$ cat src/rtl/prm_pkg.sv
// Shared constants and state encoding for the PRM edge-mask packer.
package prm_pkg;

    localparam int unsigned DEF_OBS_W      = 15;
    localparam int unsigned DEF_NUM_EDGES  = 1024;
    localparam int unsigned DEF_WORD_W     = 32;
    localparam int unsigned DEF_SETTLE_CYC = 2;

    localparam int unsigned DEF_NUM_WORDS  = DEF_NUM_EDGES / DEF_WORD_W;
    localparam int unsigned DEF_IDX_W      = (DEF_NUM_WORDS > 1) ? $clog2(DEF_NUM_WORDS) : 1;
    localparam int unsigned DEF_CNT_W      = $clog2(DEF_NUM_EDGES + 1);

    typedef enum logic [1:0] {
        ST_IDLE    = 2'd0,
        ST_SETTLE  = 2'd1,
        ST_CAPTURE = 2'd2,
        ST_STREAM  = 2'd3
    } prm_state_e;

endpackage

$ cat src/rtl/prm_popcount.sv
// Combinational set-bit counter for one packed output word.
module prm_popcount #(
    parameter  int unsigned WORD_W = 32,
    localparam int unsigned CNT_W  = $clog2(WORD_W + 1)
) (
    input  logic [WORD_W-1:0] i_data,
    output logic [CNT_W-1:0]  o_cnt
);

    // Sum of all bits; synthesis balances this into an adder tree.
    always_comb begin
        o_cnt = '0;
        for (int unsigned i = 0; i < WORD_W; i++) begin
            o_cnt = o_cnt + CNT_W'(i_data[i]);
        end
    end

endmodule

$ cat src/rtl/prm_edge_mask_packer.sv
// Registers an obstacle code for the checker array, waits for the checkers
// to settle, snapshots the edge mask and streams it out as packed words
// while counting blocked edges.
module prm_edge_mask_packer
    import prm_pkg::*;
#(
    parameter  int unsigned NUM_EDGES  = DEF_NUM_EDGES,
    parameter  int unsigned WORD_W     = DEF_WORD_W,
    parameter  int unsigned SETTLE_CYC = DEF_SETTLE_CYC,
    parameter  int unsigned OBS_W      = DEF_OBS_W,
    localparam int unsigned NUM_WORDS  = NUM_EDGES / WORD_W,
    localparam int unsigned IDX_W      = (NUM_WORDS > 1) ? $clog2(NUM_WORDS) : 1,
    localparam int unsigned CNT_W      = $clog2(NUM_EDGES + 1)
) (
    input  logic                 clk,
    input  logic                 rst,
    input  logic                 obs_valid,
    output logic                 obs_ready,
    input  logic [OBS_W-1:0]     obs_code,
    output logic [OBS_W-1:0]     chk_code,
    input  logic [NUM_EDGES-1:0] edge_mask_vec,
    output logic                 out_valid,
    input  logic                 out_ready,
    output logic [WORD_W-1:0]    out_data,
    output logic [IDX_W-1:0]     out_idx,
    output logic                 out_last,
    output logic [CNT_W-1:0]     blocked_cnt,
    output logic                 scan_done
);

    localparam int unsigned PC_W = $clog2(WORD_W + 1);
    localparam int unsigned SC_W = $clog2(SETTLE_CYC + 1);

    prm_state_e           r_state;
    logic [OBS_W-1:0]     r_chk_code;
    logic                 r_obs_ready;
    logic                 r_out_valid;
    logic                 r_out_last;
    logic                 r_scan_done;
    logic [IDX_W-1:0]     r_idx;
    logic [CNT_W-1:0]     r_cnt;
    logic [SC_W-1:0]      r_settle;
    logic [NUM_EDGES-1:0] r_snap;

    logic [WORD_W-1:0]    w_out_data;
    logic [PC_W-1:0]      w_pop;
    logic                 w_fire;

    // Word mux straight from the snapshot: stable for as long as r_idx holds.
    assign w_out_data = r_snap[r_idx * WORD_W +: WORD_W];
    assign w_fire     = r_out_valid & out_ready;

    prm_popcount #(
        .WORD_W (WORD_W)
    ) u_popcount (
        .i_data (w_out_data),
        .o_cnt  (w_pop)
    );

    // Scan sequencer: accept code, settle, capture, stream words.
    always_ff @(posedge clk or posedge rst) begin
        if (rst) begin
            r_state     <= ST_IDLE;
            r_chk_code  <= '0;
            r_obs_ready <= 1'b1;
            r_out_valid <= 1'b0;
            r_out_last  <= 1'b0;
            r_scan_done <= 1'b0;
            r_idx       <= '0;
            r_cnt       <= '0;
            r_settle    <= '0;
            r_snap      <= '0;
        end else begin
            r_scan_done <= 1'b0;
            case (r_state)
                ST_IDLE: begin
                    if (obs_valid && r_obs_ready) begin
                        r_chk_code  <= obs_code;
                        r_cnt       <= '0;
                        r_settle    <= SC_W'(SETTLE_CYC - 1);
                        r_obs_ready <= 1'b0;
                        r_state     <= ST_SETTLE;
                    end
                end
                ST_SETTLE: begin
                    if (r_settle == '0) begin
                        r_state <= ST_CAPTURE;
                    end else begin
                        r_settle <= r_settle - 1'b1;
                    end
                end
                ST_CAPTURE: begin
                    r_snap      <= edge_mask_vec;
                    r_idx       <= '0;
                    r_out_last  <= (NUM_WORDS == 1);
                    r_out_valid <= 1'b1;
                    r_state     <= ST_STREAM;
                end
                ST_STREAM: begin
                    if (w_fire) begin
                        r_cnt <= r_cnt + CNT_W'(w_pop);
                        if (r_out_last) begin
                            r_out_valid <= 1'b0;
                            r_out_last  <= 1'b0;
                            r_scan_done <= 1'b1;
                            r_obs_ready <= 1'b1;
                            r_state     <= ST_IDLE;
                        end else begin
                            r_idx      <= r_idx + 1'b1;
                            r_out_last <= (r_idx == IDX_W'(NUM_WORDS - 2));
                        end
                    end
                end
                default: begin
                    r_state <= ST_IDLE;
                end
            endcase
        end
    end

    assign obs_ready   = r_obs_ready;
    assign chk_code    = r_chk_code;
    assign out_valid   = r_out_valid;
    assign out_data    = w_out_data;
    assign out_idx     = r_idx;
    assign out_last    = r_out_last;
    assign blocked_cnt = r_cnt;
    assign scan_done   = r_scan_done;

endmodule

$ cat config.mk
export PLATFORM = sky130hd
export DESIGN_NAME = prm_edge_mask_packer
export DESIGN_NICKNAME = d
export VERILOG_FILES = /design/src/rtl/prm_pkg.sv /design/src/rtl/prm_popcount.sv /design/src/rtl/prm_edge_mask_packer.sv
export SDC_FILE = /design/constraint.sdc
export NUM_CORES = 2
export LEC_CHECK = 0
export ABC_CLOCK_PERIOD_IN_PS = 46700
export CAP_MARGIN = 25
export CORE_AREA = 8 8 425 427
export CTS_CLUSTER_SIZE = 24
export DETAILED_ROUTE_END_ITERATION = 16
export DIE_AREA = 0 0 433 435
export GPL_TIMING_DRIVEN = 1
export SLEW_MARGIN = 15
export SYNTH_ARGS = -nofsm -noshare
export SYNTH_HDL_FRONTEND = slang
export SYNTH_SLANG_ARGS = --single-unit
$ cat constraint.sdc
create_clock -name clk -period 46.7 [get_ports clk]
set_input_delay 7.005 -clock clk [delete_from_list [all_inputs] [get_ports clk]]
set_output_delay 7.005 -clock clk [all_outputs]
set_load 0.01 [all_outputs]
# [After elaboration in Yosys (flattened, before gate mapping)]
# Cells that the tools add are included.
[totals] register_bits=1063 input_bits=1043 out_inout_bits=67 word_cells=96
[classes] addsub=34 eq_ne=10 shift=1 muxes=26 bitwise_logic=1 n_reduce_logical=14
[op_table] operator="$shiftx 1024x11->32" n=1
[op_table] operator="$add 6x1->6" n=30
[op_table] operator="$mux 11" n=2
[op_table] operator="$pmux 11 s2" n=1
[op_table] operator="$ne 2x2->1 const B" n=6
[op_table] operator="$reduce_and 3->1" n=4
[op_table] operator="$add 11x6->11" n=1
[op_table] operator="$mux 1" n=10
[op_table] operator="$mux 2" n=5
[op_table] operator="$mux 5" n=2
[op_table] operator="$pmux 5 s2" n=1
[op_table] operator="$pmux 2 s4" n=1
[op_table] operator="$reduce_and 4->1" n=2
[op_table] operator="$pmux 1 s2" n=3
[op_table] operator="$reduce_bool 2->1" n=3
[op_table] operator="$add 5x1->5 const B" n=1
[op_table] operator="$eq 5x5->1 const B" n=1
[op_table] operator="$eq 2x2->1 const B" n=2
[op_table] operator="$logic_not 2->1" n=2
[op_table] operator="$pmux 2 s2" n=1
[op_table] operator="$reduce_and 2->1" n=2
[op_table] operator="$add 1x1->2" n=1
[op_table] operator="$eq 2x1->1 const B" n=1
[op_table] operator="$sub 2x1->2 const B" n=1
[op_table] operator="other kinds (2)" n=2

# [Logic depth before layout (Yosys ltp)]
[logic_depth] ltp_word=35 ltp_mapped=33 ltp_nobuf=27

# [Hierarchy]
# From an unflattened synthesis, not the netlist that was laid out.
[hier_totals] hier_cells=3085 area_unflattened_um2=48401.4
[by_module_without_submodules] module="prm_edge_mask_packer" n_inst=1 cells_per_inst=2995 area_per_inst_um2=47518.1 seq_area_each_um2=26601.8
[by_module_without_submodules] module="prm_popcount" n_inst=1 cells_per_inst=90 area_per_inst_um2=883.3 seq_area_each_um2=0.0

# [Worst setup path before layout]
# OpenSTA, ideal clock, no wires.
[synth_timing] kind="register to output" from="reg r_idx[1] (netlist: out_idx[1])" to="out out_data[13]" arrival_ns=2.035 t_required_ns=39.695 slack_ns=37.660 stages_incl_launch_ff=7 n_path_buf=3 cell_sequence="dfrtp_1 buf_2 buf_2 clkbuf_1 mux4_2 a2111oi_2 a21oi_1"
[synth_via] elab_chain_len=1
[synth_lines] element="start: declaration" line_no="prm_edge_mask_packer.sv:40" rtl="logic [IDX_W-1:0] r_idx;"
[synth_lines] element="start signal: assignment" line_no="prm_edge_mask_packer.sv:109" rtl="r_idx <= r_idx + 1'b1;"
[synth_lines] element="$shiftx 1024x11->32" line_no="prm_edge_mask_packer.sv:50" rtl="assign w_out_data = r_snap[r_idx * WORD_W +: WORD_W];"
[synth_lines] element="end: declaration" line_no="prm_edge_mask_packer.sv:24" rtl="output logic [WORD_W-1:0] out_data,"
# Every way passes these cells.

# [Worst setup path after layout]
[layout_timing] from="reg r_idx[0] (netlist: out_idx[0])" to="out out_data[8]"
# Same word-level chain as after synthesis.

==> flow_summary.toml <==
[power]
power-per-cell-area_mw_per_mm2 = 30.9
vdd_ir_drop_max_mv = 0.0268
power_leakage_nw = 29.7

[sta]
rsz0062_at_grt = "no"
max_freq_mhz = 76.3
fin_crit_ns = 13.11
slew_viol_final = 0
tns_ns = 0
finClkSkew_ns = 0.0338
slew_headroom_pct = 23.2
hold_viol_final = 0
fin_hold_ws_ns = 0.500
worstMarginPinSlew_ns = 1.14
finalSetupViolations = 0
fin_crit_sh_pct = 28.1

[synth]
syn_nets = 4200
ys_warn_count = 0
yosys.area.top_type = "dfrtp_1"
async_flop_share_pct = 100
synth_area_per_cell_sq_um = 15.7
ys_ff_latch = 1063
synth-edff-count = 0
synthCells = 3110
synth_top_area_share_pct = 54.6
synth.distinct_cells = 60
seq_area_frac_synth_pct = 54.6
synthTopCellsByArea = "dfrtp_1, mux2_2, mux4_2"
syn_area_sq_mm = 0.0487
synth-main-ff-cell = "dfrtp_1"

[setup_path]
reg2reg_setup_slack_ns = 35.63
path_class = "flip-flop to output port"
r2r-start = "out_idx[0]$_DFFE_PP0P_"
cp_data_required_time_ns = 39.69
crit_path_end_kind = "output port"
crit_start = "out_idx[0]$_DFFE_PP0P_"
cp_max_fo = 72
arrival_ns = 6.10
r2r_cells = 23
r2r-end = "blocked_cnt[10]$_DFFE_PP0P_"
start_kind = "flip-flop"

[routing]
drt_drc_violations_left = 0
avgViaCountPerCell = 4.98
drtAntennaViolNets = 0
wire_per_inst_microns = 34.9
totalWireLength_microns = 232000
drt_iter0_drc = 2238
drt_pre_antenna_iters = 5
num_vias = 33200

[floorplanning]
dieWidth_microns = 433
num_rows = 153
initial_utilization_pct = 28.1
core-area_sq_mm = 0.173
die-area_sq_mm = 0.188
design.portCount = 1110
dieHeight_microns = 435

[clocking]
cts_root_buffer = "clkbuf_16"
cts_resized = 0
cts_tree = "done"
clk_pin_slew_ns = 0.06
cts.path.max_buffers = 3
cts.sinks = 1063
cts_buffers = 121
htree_num_levels = 3
cts_setup_buffers = 0
holdBufCountCts = 0
clkLatencyLatePin_ns = 0.78

[global_route]
grt_max_degree = 181
gr-total-overflow = 0
grtUsageTotal_pct = 23.9
grt_pass1_wl_microns = 310000
grt_pass1_vias = 35400
antenna_found_initial = 121

[hold_path]
min_to = "r_snap[165]$_DFFE_PP0P_"
min_path_cells = 1
worstHoldPathType = "flip-flop to flip-flop"
hold_start = "r_snap[165]$_DFFE_PP0P_"

[finish]
multi_input_area_sq_mm = 0.0209
drive_gt1_share_pct = 35.3
n_fill_cell = 16500
nNetsFinal = 5265
area_delta_synth_final_pct = 36.9
seq_area_sq_mm = 0.0266

[placed_design]
place_congestion = 0.891
dp_hpwl_microns = 186000
port_buffers = 1109

[outcome]
status = "completed"

[run]
cap_violations = 0
==> worst max path at each step <==
stage                                       to  slack (ns)  cells past startpoint
floorplan           blocked_cnt[0]$_DFFE_PP0P_        9.77                      1
global placement                   out_data[4]       34.16                      8
detailed placement                 out_data[4]       34.16                      8
CTS                                out_data[4]       33.31                      8
global route                       out_data[4]       33.02                      8
finish                             out_data[8]       33.59                      7
==> cells in the mapped netlist, types with 22 or more instances <==
cell type	n
a22o_1	34
fa_1	25
clkbuf_1	143
inv_1	46
mux2_2	1041
o221ai_1	30
dfrtp_1	1062
ha_1	22
mux4_2	192
and2_1	37
mux2i_1	128
a21oi_1	38
buf_2	35
o22ai_1	34
==> stage by stage <==
stage | cell area [sq um] | power [mW] | util (%) | worst slack (ns) | instances
floorplan | 48700 | 0.954 | - | 9.77 | 3110
global placement | 62200 | 1.06 | 35.9 | 34.16 | 6374
detailed placement | 62200 | 1.06 | 35.9 | 34.16 | 6375
CTS | 66500 | 2.08 | 38.4 | 33.31 | 6597
global route | 66600 | 2.12 | 38.4 | 33.02 | 6633
finish | 66600 | 2.06 | 38.5 | 33.59 | 6656
==> cell type report <==
class	instances	area share (%)
Sequential cell	1063	39.9
Multi-Input combinational cell	1784	31.4
Timing Repair Buffer	1159	17.5
Clock buffer	179	5.43
Tap cell	2325	4.36
Clock inverter	43	0.941
Inverter	46	0.270
Antenna cell	57	0.214
==> layout by cell type, fill, tap and decap left out, types with 5 or more instances in the layout <==
master / Yosys / routed
clkdlybuf4s50_1: 0 / 1109
dfrtp_1: 1062 / 1058
mux2_2: 1041 / 1041
mux4_2: 192 / 192
mux2i_1: 128 / 128
clkbuf_16: 0 / 123
diode_2: 0 / 57
inv_1: 46 / 45
a21oi_1: 38 / 38
buf_4: 17 / 38
and2_1: 37 / 37
o22ai_1: 34 / 34
a22o_1: 34 / 34
clkbuf_8: 0 / 33
o221ai_1: 30 / 30
fa_1: 25 / 25
clkbuf_1: 143 / 23
a22oi_1: 21 / 21
ha_1: 22 / 21
clkinv_2: 0 / 18
nand2_1: 16 / 16
o21ai_0: 14 / 14
a2111oi_2: 13 / 13
bufinv_16: 0 / 13
a2111o_1: 12 / 12
o41a_1: 12 / 12
nor2_1: 12 / 12
o41ai_1: 13 / 12
nand3_1: 12 / 11
buf_12: 0 / 10
nand2b_1: 6 / 6
a211oi_1: 6 / 6
and3_1: 5 / 5
xor2_1: 5 / 5
==> per-layer routing <==
| layer | GRT usage [%] | routed length, microns |
|---|---|---|
| met3 | 5.85 | 14000 |
| met4 | 8.34 | 8610 |
| met2 | 40.5 | 115000 |
| met1 | 29.5 | 93900 |
| met5 | 0 | 193 |
==> cell families after synthesis <==
family,synth area share (%)
adders and majority gates,1.59
buffers and inverters,2.53
AOI/OAI and AO/OA,4.20
muxes,35.6
xor gates and xnor gates,0.162
and+or+nand+nor,1.30
DFF,54.6
==> sequential cells by signal, indices dropped and copies added (netlist names) <==
register,flops
blocked_cnt,11
chk_code,15
obs_ready,1
out_idx,5
out_last,1
out_valid,1
r_settle,2
r_snap,1024
r_state,2
scan_done,1
==> where the power goes <==
| part | internal (mW) | switching [mW] |
|---|---|---|
| logic | 0.0777 | 0.0419 |
| registers | 0.921 | 0 |
| clock network | 0.606 | 0.409 |
==> worst max-delay path: stages, from the launching register on <==
cell and delay (ns):
dfrtp_4 0.98, buf_4 0.76, buf_12 0.47, buf_4 0.81, mux4_2 0.60, and2_1 0.23
o41a_1 0.67, clkdlybuf4s50_1 0.60
No activity file was read; power rests on OpenSTA's default activity.
